**src/rtl/conv_pkg.sv**
```systemverilog
// Shared definitions for the CONV layer sequencing controller.
//   state_t     : controller states
//   CSEL_*      : layer-memory select codes
//   CONV_IMG_W  : default input / layer-0 image width (power of two)
//   CONV_ADDR_W : default address width, log2(CONV_IMG_W^2)
//   tap_offset  : 3x3 window tap index -> signed (row, col) offset
package conv_pkg;

    localparam int unsigned CONV_IMG_W  = 64;
    localparam int unsigned CONV_ADDR_W = 12;

    localparam logic [2:0] CSEL_NONE = 3'b000;
    localparam logic [2:0] CSEL_L0   = 3'b001;
    localparam logic [2:0] CSEL_L1   = 3'b011;

    typedef enum logic [2:0] {
        IDLE,
        CONV_TAP,
        CONV_WR,
        POOL_RD,
        POOL_WR,
        DONE
    } state_t;

    // Offsets are -1, 0 or +1, held as 2-bit two's complement.
    typedef struct packed {
        logic signed [1:0] dr;
        logic signed [1:0] dc;
    } tap_off_t;

    // dr = k/3 - 1, dc = k%3 - 1 for taps 0..8.
    function automatic tap_off_t tap_offset(input logic [3:0] k);
        tap_off_t o;
        case (k)
            4'd0, 4'd1, 4'd2: o.dr = -2'sd1;
            4'd3, 4'd4, 4'd5: o.dr = 2'sd0;
            default:          o.dr = 2'sd1;
        endcase
        case (k)
            4'd0, 4'd3, 4'd6: o.dc = -2'sd1;
            4'd1, 4'd4, 4'd7: o.dc = 2'sd0;
            default:          o.dc = 2'sd1;
        endcase
        return o;
    endfunction

endpackage

```
**src/rtl/conv_win_addr.sv**
```systemverilog
// Combinational 3x3 window address generator.
// Maps the centre pixel (r, c) and tap index k to the input-image address of
// that tap, flagging taps that fall outside the image (zero padding).
//   r, c  in  : centre pixel row / column
//   k     in  : tap index 0..8
//   iaddr out : rr*IMG_W + cc, or 0 for a padded tap
//   pad   out : tap lies outside the image
module conv_win_addr
    import conv_pkg::*;
#(
    parameter int unsigned IMG_W  = CONV_IMG_W,
    parameter int unsigned ADDR_W = CONV_ADDR_W
) (
    input  logic [$clog2(IMG_W)-1:0] r,
    input  logic [$clog2(IMG_W)-1:0] c,
    input  logic [3:0]               k,
    output logic [ADDR_W-1:0]        iaddr,
    output logic                     pad
);

    localparam int unsigned LW = $clog2(IMG_W);

    tap_off_t    off;
    logic [LW:0] rr;
    logic [LW:0] cc;

    // Tap coordinates range over -1..IMG_W. With one extra bit both -1 (all
    // ones) and IMG_W (1 << LW) set the top bit, while 0..IMG_W-1 never do,
    // so the top bit alone is the out-of-image test.
    always_comb begin
        off   = tap_offset(k);
        rr    = {1'b0, r} + {{(LW-1){off.dr[1]}}, off.dr};
        cc    = {1'b0, c} + {{(LW-1){off.dc[1]}}, off.dc};
        pad   = rr[LW] | cc[LW];
        iaddr = pad ? '0 : ADDR_W'({rr[LW-1:0], cc[LW-1:0]});
    end

endmodule

```
**src/rtl/conv_sched_ctrl.sv**
```systemverilog
// Sequencing controller for the CONV layer engine.
// Runs the ready/busy handshake, scans the image with a zero-padded 3x3
// window (layer 0: conv + ReLU), then 2x2 max-pools layer 0 into layer 1,
// steering the shared MAC / max datapath through per-cycle strobes.
//   clk, reset (async, active low), ready   : clock, reset, host start
//   busy                                    : run in progress
//   iaddr                                   : input image address
//   cwr, caddr_wr / crd, caddr_rd, csel     : layer-memory write / read
//   mac_clr, mac_en, k_idx, pad             : accumulator control
//   pool_clr, pool_en                       : max register control
//   dp_sel                                  : write data source (0 conv, 1 pool)
// All outputs are registered: the values presented during a cycle belong to
// the state entered at the start of that cycle.
module conv_sched_ctrl
    import conv_pkg::*;
#(
    parameter int unsigned IMG_W  = CONV_IMG_W,
    parameter int unsigned ADDR_W = CONV_ADDR_W
) (
    input  logic              clk,
    input  logic              reset,
    input  logic              ready,
    output logic              busy,
    output logic [ADDR_W-1:0] iaddr,
    output logic              cwr,
    output logic [ADDR_W-1:0] caddr_wr,
    output logic              crd,
    output logic [ADDR_W-1:0] caddr_rd,
    output logic [2:0]        csel,
    output logic              mac_clr,
    output logic              mac_en,
    output logic [3:0]        k_idx,
    output logic              pad,
    output logic              pool_clr,
    output logic              pool_en,
    output logic              dp_sel
);

    localparam int unsigned LW = $clog2(IMG_W);

    // Current position: (r, c, k) for layer 0, (pr, pc, j) for layer 1.
    state_t        state, n_state;
    logic [LW-1:0] r, c, n_r, n_c;
    logic [3:0]    k, n_k;
    logic [LW-2:0] pr, pc, n_pr, n_pc;
    logic [1:0]    j, n_j;

    logic [ADDR_W-1:0] win_iaddr;
    logic              win_pad;

    logic              busy_d, cwr_d, crd_d, mac_clr_d, mac_en_d;
    logic              pad_d, pool_clr_d, pool_en_d, dp_sel_d;
    logic [ADDR_W-1:0] iaddr_d, caddr_wr_d, caddr_rd_d;
    logic [2:0]        csel_d;
    logic [3:0]        k_idx_d;

    // Next state and position.
    always_comb begin
        n_state = state;
        n_r     = r;
        n_c     = c;
        n_k     = k;
        n_pr    = pr;
        n_pc    = pc;
        n_j     = j;
        unique case (state)
            IDLE: begin
                if (ready) begin
                    n_state = CONV_TAP;
                    n_r     = '0;
                    n_c     = '0;
                    n_k     = '0;
                end
            end
            CONV_TAP: begin
                if (k == 4'd8) n_state = CONV_WR;
                else           n_k     = k + 4'd1;
            end
            CONV_WR: begin
                n_k = '0;
                n_c = c + 1'b1;
                if (c == '1) n_r = r + 1'b1;
                if (c == '1 && r == '1) begin
                    n_state = POOL_RD;
                    n_pr    = '0;
                    n_pc    = '0;
                    n_j     = '0;
                end else begin
                    n_state = CONV_TAP;
                end
            end
            POOL_RD: begin
                if (j == 2'd3) n_state = POOL_WR;
                else           n_j     = j + 2'd1;
            end
            POOL_WR: begin
                n_j  = '0;
                n_pc = pc + 1'b1;
                if (pc == '1) n_pr = pr + 1'b1;
                n_state = (pc == '1 && pr == '1) ? DONE : POOL_RD;
            end
            DONE:    n_state = IDLE;
            default: n_state = IDLE;
        endcase
    end

    // Window address for the tap about to be presented.
    conv_win_addr #(
        .IMG_W  (IMG_W),
        .ADDR_W (ADDR_W)
    ) u_win_addr (
        .r     (n_r),
        .c     (n_c),
        .k     (n_k),
        .iaddr (win_iaddr),
        .pad   (win_pad)
    );

    // Output values for the state being entered.
    always_comb begin
        busy_d     = (n_state != IDLE);
        iaddr_d    = '0;
        cwr_d      = 1'b0;
        caddr_wr_d = '0;
        crd_d      = 1'b0;
        caddr_rd_d = '0;
        csel_d     = CSEL_NONE;
        mac_clr_d  = 1'b0;
        mac_en_d   = 1'b0;
        k_idx_d    = '0;
        pad_d      = 1'b0;
        pool_clr_d = 1'b0;
        pool_en_d  = 1'b0;
        dp_sel_d   = 1'b0;
        unique case (n_state)
            CONV_TAP: begin
                mac_en_d  = 1'b1;
                mac_clr_d = (n_k == 4'd0);
                k_idx_d   = n_k;
                pad_d     = win_pad;
                iaddr_d   = win_iaddr;
            end
            CONV_WR: begin
                cwr_d      = 1'b1;
                csel_d     = CSEL_L0;
                caddr_wr_d = ADDR_W'({n_r, n_c});
            end
            POOL_RD: begin
                crd_d      = 1'b1;
                csel_d     = CSEL_L0;
                // (2pr + j/2)*IMG_W + 2pc + j%2 as a bit concatenation
                caddr_rd_d = ADDR_W'({n_pr, n_j[1], n_pc, n_j[0]});
                pool_clr_d = (n_j == 2'd0);
                pool_en_d  = (n_j != 2'd0);
            end
            POOL_WR: begin
                cwr_d      = 1'b1;
                csel_d     = CSEL_L1;
                caddr_wr_d = ADDR_W'({n_pr, n_pc});
                dp_sel_d   = 1'b1;
            end
            default: ;
        endcase
    end

    always_ff @(posedge clk or negedge reset) begin
        if (!reset) begin
            state    <= IDLE;
            r        <= '0;
            c        <= '0;
            k        <= '0;
            pr       <= '0;
            pc       <= '0;
            j        <= '0;
            busy     <= 1'b0;
            iaddr    <= '0;
            cwr      <= 1'b0;
            caddr_wr <= '0;
            crd      <= 1'b0;
            caddr_rd <= '0;
            csel     <= CSEL_NONE;
            mac_clr  <= 1'b0;
            mac_en   <= 1'b0;
            k_idx    <= '0;
            pad      <= 1'b0;
            pool_clr <= 1'b0;
            pool_en  <= 1'b0;
            dp_sel   <= 1'b0;
        end else begin
            state    <= n_state;
            r        <= n_r;
            c        <= n_c;
            k        <= n_k;
            pr       <= n_pr;
            pc       <= n_pc;
            j        <= n_j;
            busy     <= busy_d;
            iaddr    <= iaddr_d;
            cwr      <= cwr_d;
            caddr_wr <= caddr_wr_d;
            crd      <= crd_d;
            caddr_rd <= caddr_rd_d;
            csel     <= csel_d;
            mac_clr  <= mac_clr_d;
            mac_en   <= mac_en_d;
            k_idx    <= k_idx_d;
            pad      <= pad_d;
            pool_clr <= pool_clr_d;
            pool_en  <= pool_en_d;
            dp_sel   <= dp_sel_d;
        end
    end

endmodule

```
**config.mk**
```make
export PLATFORM = sky130hd
export DESIGN_NAME = conv_sched_ctrl
export DESIGN_NICKNAME = d
export VERILOG_FILES = /design/src/rtl/conv_pkg.sv /design/src/rtl/conv_win_addr.sv /design/src/rtl/conv_sched_ctrl.sv
export SDC_FILE = /design/constraint.sdc
export NUM_CORES = 1
export LEC_CHECK = 0
export CORE_ASPECT_RATIO = 2
export CORE_MARGIN = 8
export CORE_UTILIZATION = 49
export DETAILED_ROUTE_END_ITERATION = 6
export PLACE_DENSITY = 0.73
export SETUP_SLACK_MARGIN = 0.5
export SLEW_MARGIN = 20
export SYNTH_ARGS = -nofsm -noshare
export SYNTH_HDL_FRONTEND = slang
export SYNTH_SLANG_ARGS = --single-unit
```
**constraint.sdc**
```tcl
create_clock -name clk -period 3.4 [get_ports clk]
set_clock_uncertainty 0.05 [all_clocks]
set_input_delay 0.51 -clock clk [delete_from_list [all_inputs] [get_ports clk]]
set_output_delay 0.51 -clock clk [all_outputs]
set_load 0.02 [all_outputs]
```
==> key figures <==
Outcome
  – Outcome: finished, violations left
  – Failing checks: negative setup slack

Floorplanning
  – Core outline area: 7890 um^2
  – Die area: 11300 um^2
  – Initial Util: 49.9%
  – Io pins: 55
  – # rows: 46
  – Die Wd: 79.4 um
  – Die height: 143 um

Drt
  – DRC errors left: 0
  – DRT iter0 DRCs: 199
  – First-pass DRT Iterations: 4
  – Final wirelength: 10.3 mm
  – Antenna Nets Post-Route: 0
  – Via count: 3236
  – Avg WL per Cell: 17.4 um
  – Via density: 5.47

Timing
  – Final hold vios: 0
  – Period minus WS final: 3.51 ns
  – Slew margin rel.: 51.0%
  – Slew Limit Fails: 0
  – Final setup viols: 13
  – Slack of the critical path: -0.112 ns
  – Slew @ Worst Pin: 0.735 ns
  – F_max: 285 MHz
  – RSZ-0062 raised after global routing: true
  – Crit share post-route: 103%

Finish
  – Area delta synth->final: 40.0%
  – Final nets: 516
  – Final instance area: 5510 um^2
  – Fillers: 574
  – Layout cells sized above 1: 26.6%
  – Post-Layout Cell Count: 592
  – Antenna diodes: 0

Setup path
  – Critical path fanouts, max: 7
  – R2R setup slack: -0.11 ns
  – Worst path max stage delay: 0.46 ns
  – CP most frequent cell: a21o_4
  – Critical path's slowest cell: or3b_4
  – Arr. time, crit path: 3.71 ns
  – WS Path Type: flop to flop
  – Reg2reg end: iaddr[4]
  – Setup crit end kind: flop
  – CP bufs+invs: 0
  – Worst-path cell chain: or3b_4 > nor3_4 > a21o_4 > xnor2_2 > nor2_1 > o21ai_1 > ha_2 > fa_2 > a211oi_4 > o21bai_1 > a21oi_2 > o311ai_4 > a21o_4 > nor4_2
  – FF-to-FF Start: state[2]
  – Worst r2r path cells: 14
  – Worst setup SP type: flop
  – Critical path's top delay family: compound AO/OA/AOI/OAI gates
  – CP required: 3.60 ns

Yosys
  – Syn. warnings: 0
  – Largest area contributor in the netlist: dfrtp_1
  – Post-synth ARST share: 100%
  – Synth top area share: 52.1%
  – Post-synth EDFFs: 0
  – Ys flop type: dfrtp_1
  – Yosys reg bits: 82
  – Sequential share of the synthesized area: 52.1%
  – Syn Inst Count: 369
  – Post-Syn Nets: 394
  – Avg Cell Area, Syn: 10.7 um^2
  – Synth cell types: 60
  – Top cells by area, synth: dfrtp_1, ha_1, o21ai_0
  – Mapped Area: 3940 um^2

CTS
  – CTS tree: done
  – Worst-path clk slew: 0.06 ns
  – Num CTS Buffers: 9
  – Hold buffers post-CTS: 0
  – H-tree levels: 3
  – Root Buffer: clkbuf_16
  – Max clock buf depth: 2
  – # clock sinks: 82
  – Worst-Skew Late Latency: 0.34 ns

Placed design
  – Post-DP HPWL: 7.46 mm
  – IO Port Bufs: 53
  – DP Area: 5000 um^2
  – Post-Place Cells: 565
  – Setup WS pre-CTS: -0.549 ns
  – Placer Congestion: 0.889

GRT
  – Grt ovf: 0
  – Tot GR Track Use: 19.2%
  – Initial antenna violation count: 0
  – First-pass GRT wire length: 16.9 mm
  – Largest net degree at the start of global routing: 83
  – Number of global-route vias before repair: 3474

Min path
  – HP Class: primary input to async pin

Job
  – # Max-Cap Violations: 0
==> cell families after synthesis <==
kind of cell	after synthesis	share of synthesized area (%)
xor+xnor	12	2.67
mux	1	0.286
other cells	1	0.0952
flops	82	52.1
fa+ha+maj	22	7.37
simple gates	126	17.3
buf+inv	37	4.86
compound gates	88	15.3
==> Yosys cell counts (3+ instances only) <==
cell type  number
and3_1         10
nor3_1         11
a22o_1          7
nand2_1        30
clkbuf_1        6
xnor2_1         9
inv_1          22
nor3b_1         3
nor3_2          8
a21oi_1        19
dfrtp_1        82
ha_1           20
nand4_1         6
o21bai_1        5
a31oi_1         5
o21ai_0        26
nor2_1         29
a21o_1          4
and2_1          8
xor2_1          3
nand3_1         6
==> layout by cell type (no fill, tap or decap), types with 3 or more instances in the layout <==
cell type        count
buf_6                3
nand4_1              6
inv_2                4
o21ai_0             22
a211oi_4             3
ha_1                17
clkdlybuf4s50_1     51
a31oi_1              5
nor2_1              26
xnor2_1              7
nand3_1              6
a21o_4               3
o21ai_1              3
clkbuf_16            9
and3_1              10
nor3b_1              3
xor2_1               3
a21o_1               4
a22o_1               7
a21oi_1             16
buf_4               68
a21oi_2              3
nor2_2               3
inv_1               19
and2_1               7
dfrtp_1             82
o21bai_1             5
nand2_1             30
nor3_1               9
nor3_2               8
==> registers in the layout (all words and copies together) (netlist names), 2 cells and up <==
register / cells
k: 4
state: 3
caddr_wr: 12
k_idx: 4
c: 6
pc: 5
pr: 5
j: 2
csel: 2
caddr_rd: 12
r: 6
iaddr: 12
==> repair_timing <==
action,4_1_cts,5_1_grt
pin swaps,19,8
setup buffers,7,3
cloned,1,0
setup endpoints to repair,13,13
resized for setup,22,7
==> metal layers <==
layer	wire, um	up-vias	GRT usage, %
li1	-	1534	-
met1	3550	1591	18.2
met2	6030	81	36.8
met3	375	30	2.90
met4	339	0	11.1
met5	0	-	0
==> cell type report <==
class / count / area [um^2] / share of cell area [%]
Tap cell: 96 / 120 / 2.18
Clock buffer: 12 / 246 / 4.47
Timing Repair Buffer: 124 / 1080 / 19.7
Sequential cell: 82 / 2050 / 37.2
Inverter: 23 / 86.3 / 1.57
Multi-Input combinational cell: 251 / 1870 / 34.0
Clock inverter: 4 / 51.3 / 0.931
==> how the worst max path moves through the flow <==
| stage | startpoint | endpoint | slack [ns] | cells after the start |
|---|---|---|---|---|
| final | state[2] | iaddr[4] | -0.11 | 14 |
| after global routing | k[0] | pad | -0.32 | 17 |
| after CTS | k[0] | pad | -0.09 | 17 |
| after detailed placement | ready | iaddr[6] | -0.55 | 16 |
| after global placement | ready | iaddr[4] | -0.49 | 15 |
| after floorplan | state[1] | iaddr[10] | 0.04 | 17 |
==> per-stage QoR <==
step           setup TNS, ns  hold slack, ns  util (%)
3_3_place_gp           -6.15           0.477      63.4
3_5_place_dp           -6.88           0.486      63.4
6_report               -1.19           0.152      69.9
5_1_grt                -3.83           0.225      69.9
2_1_floorplan              0           0.164         -
4_1_cts               -0.838           0.337      69.0
Power is left out: the tool's default activity adds up to more than one toggle a clock period on the data nets, which glitch-free logic cannot reach.
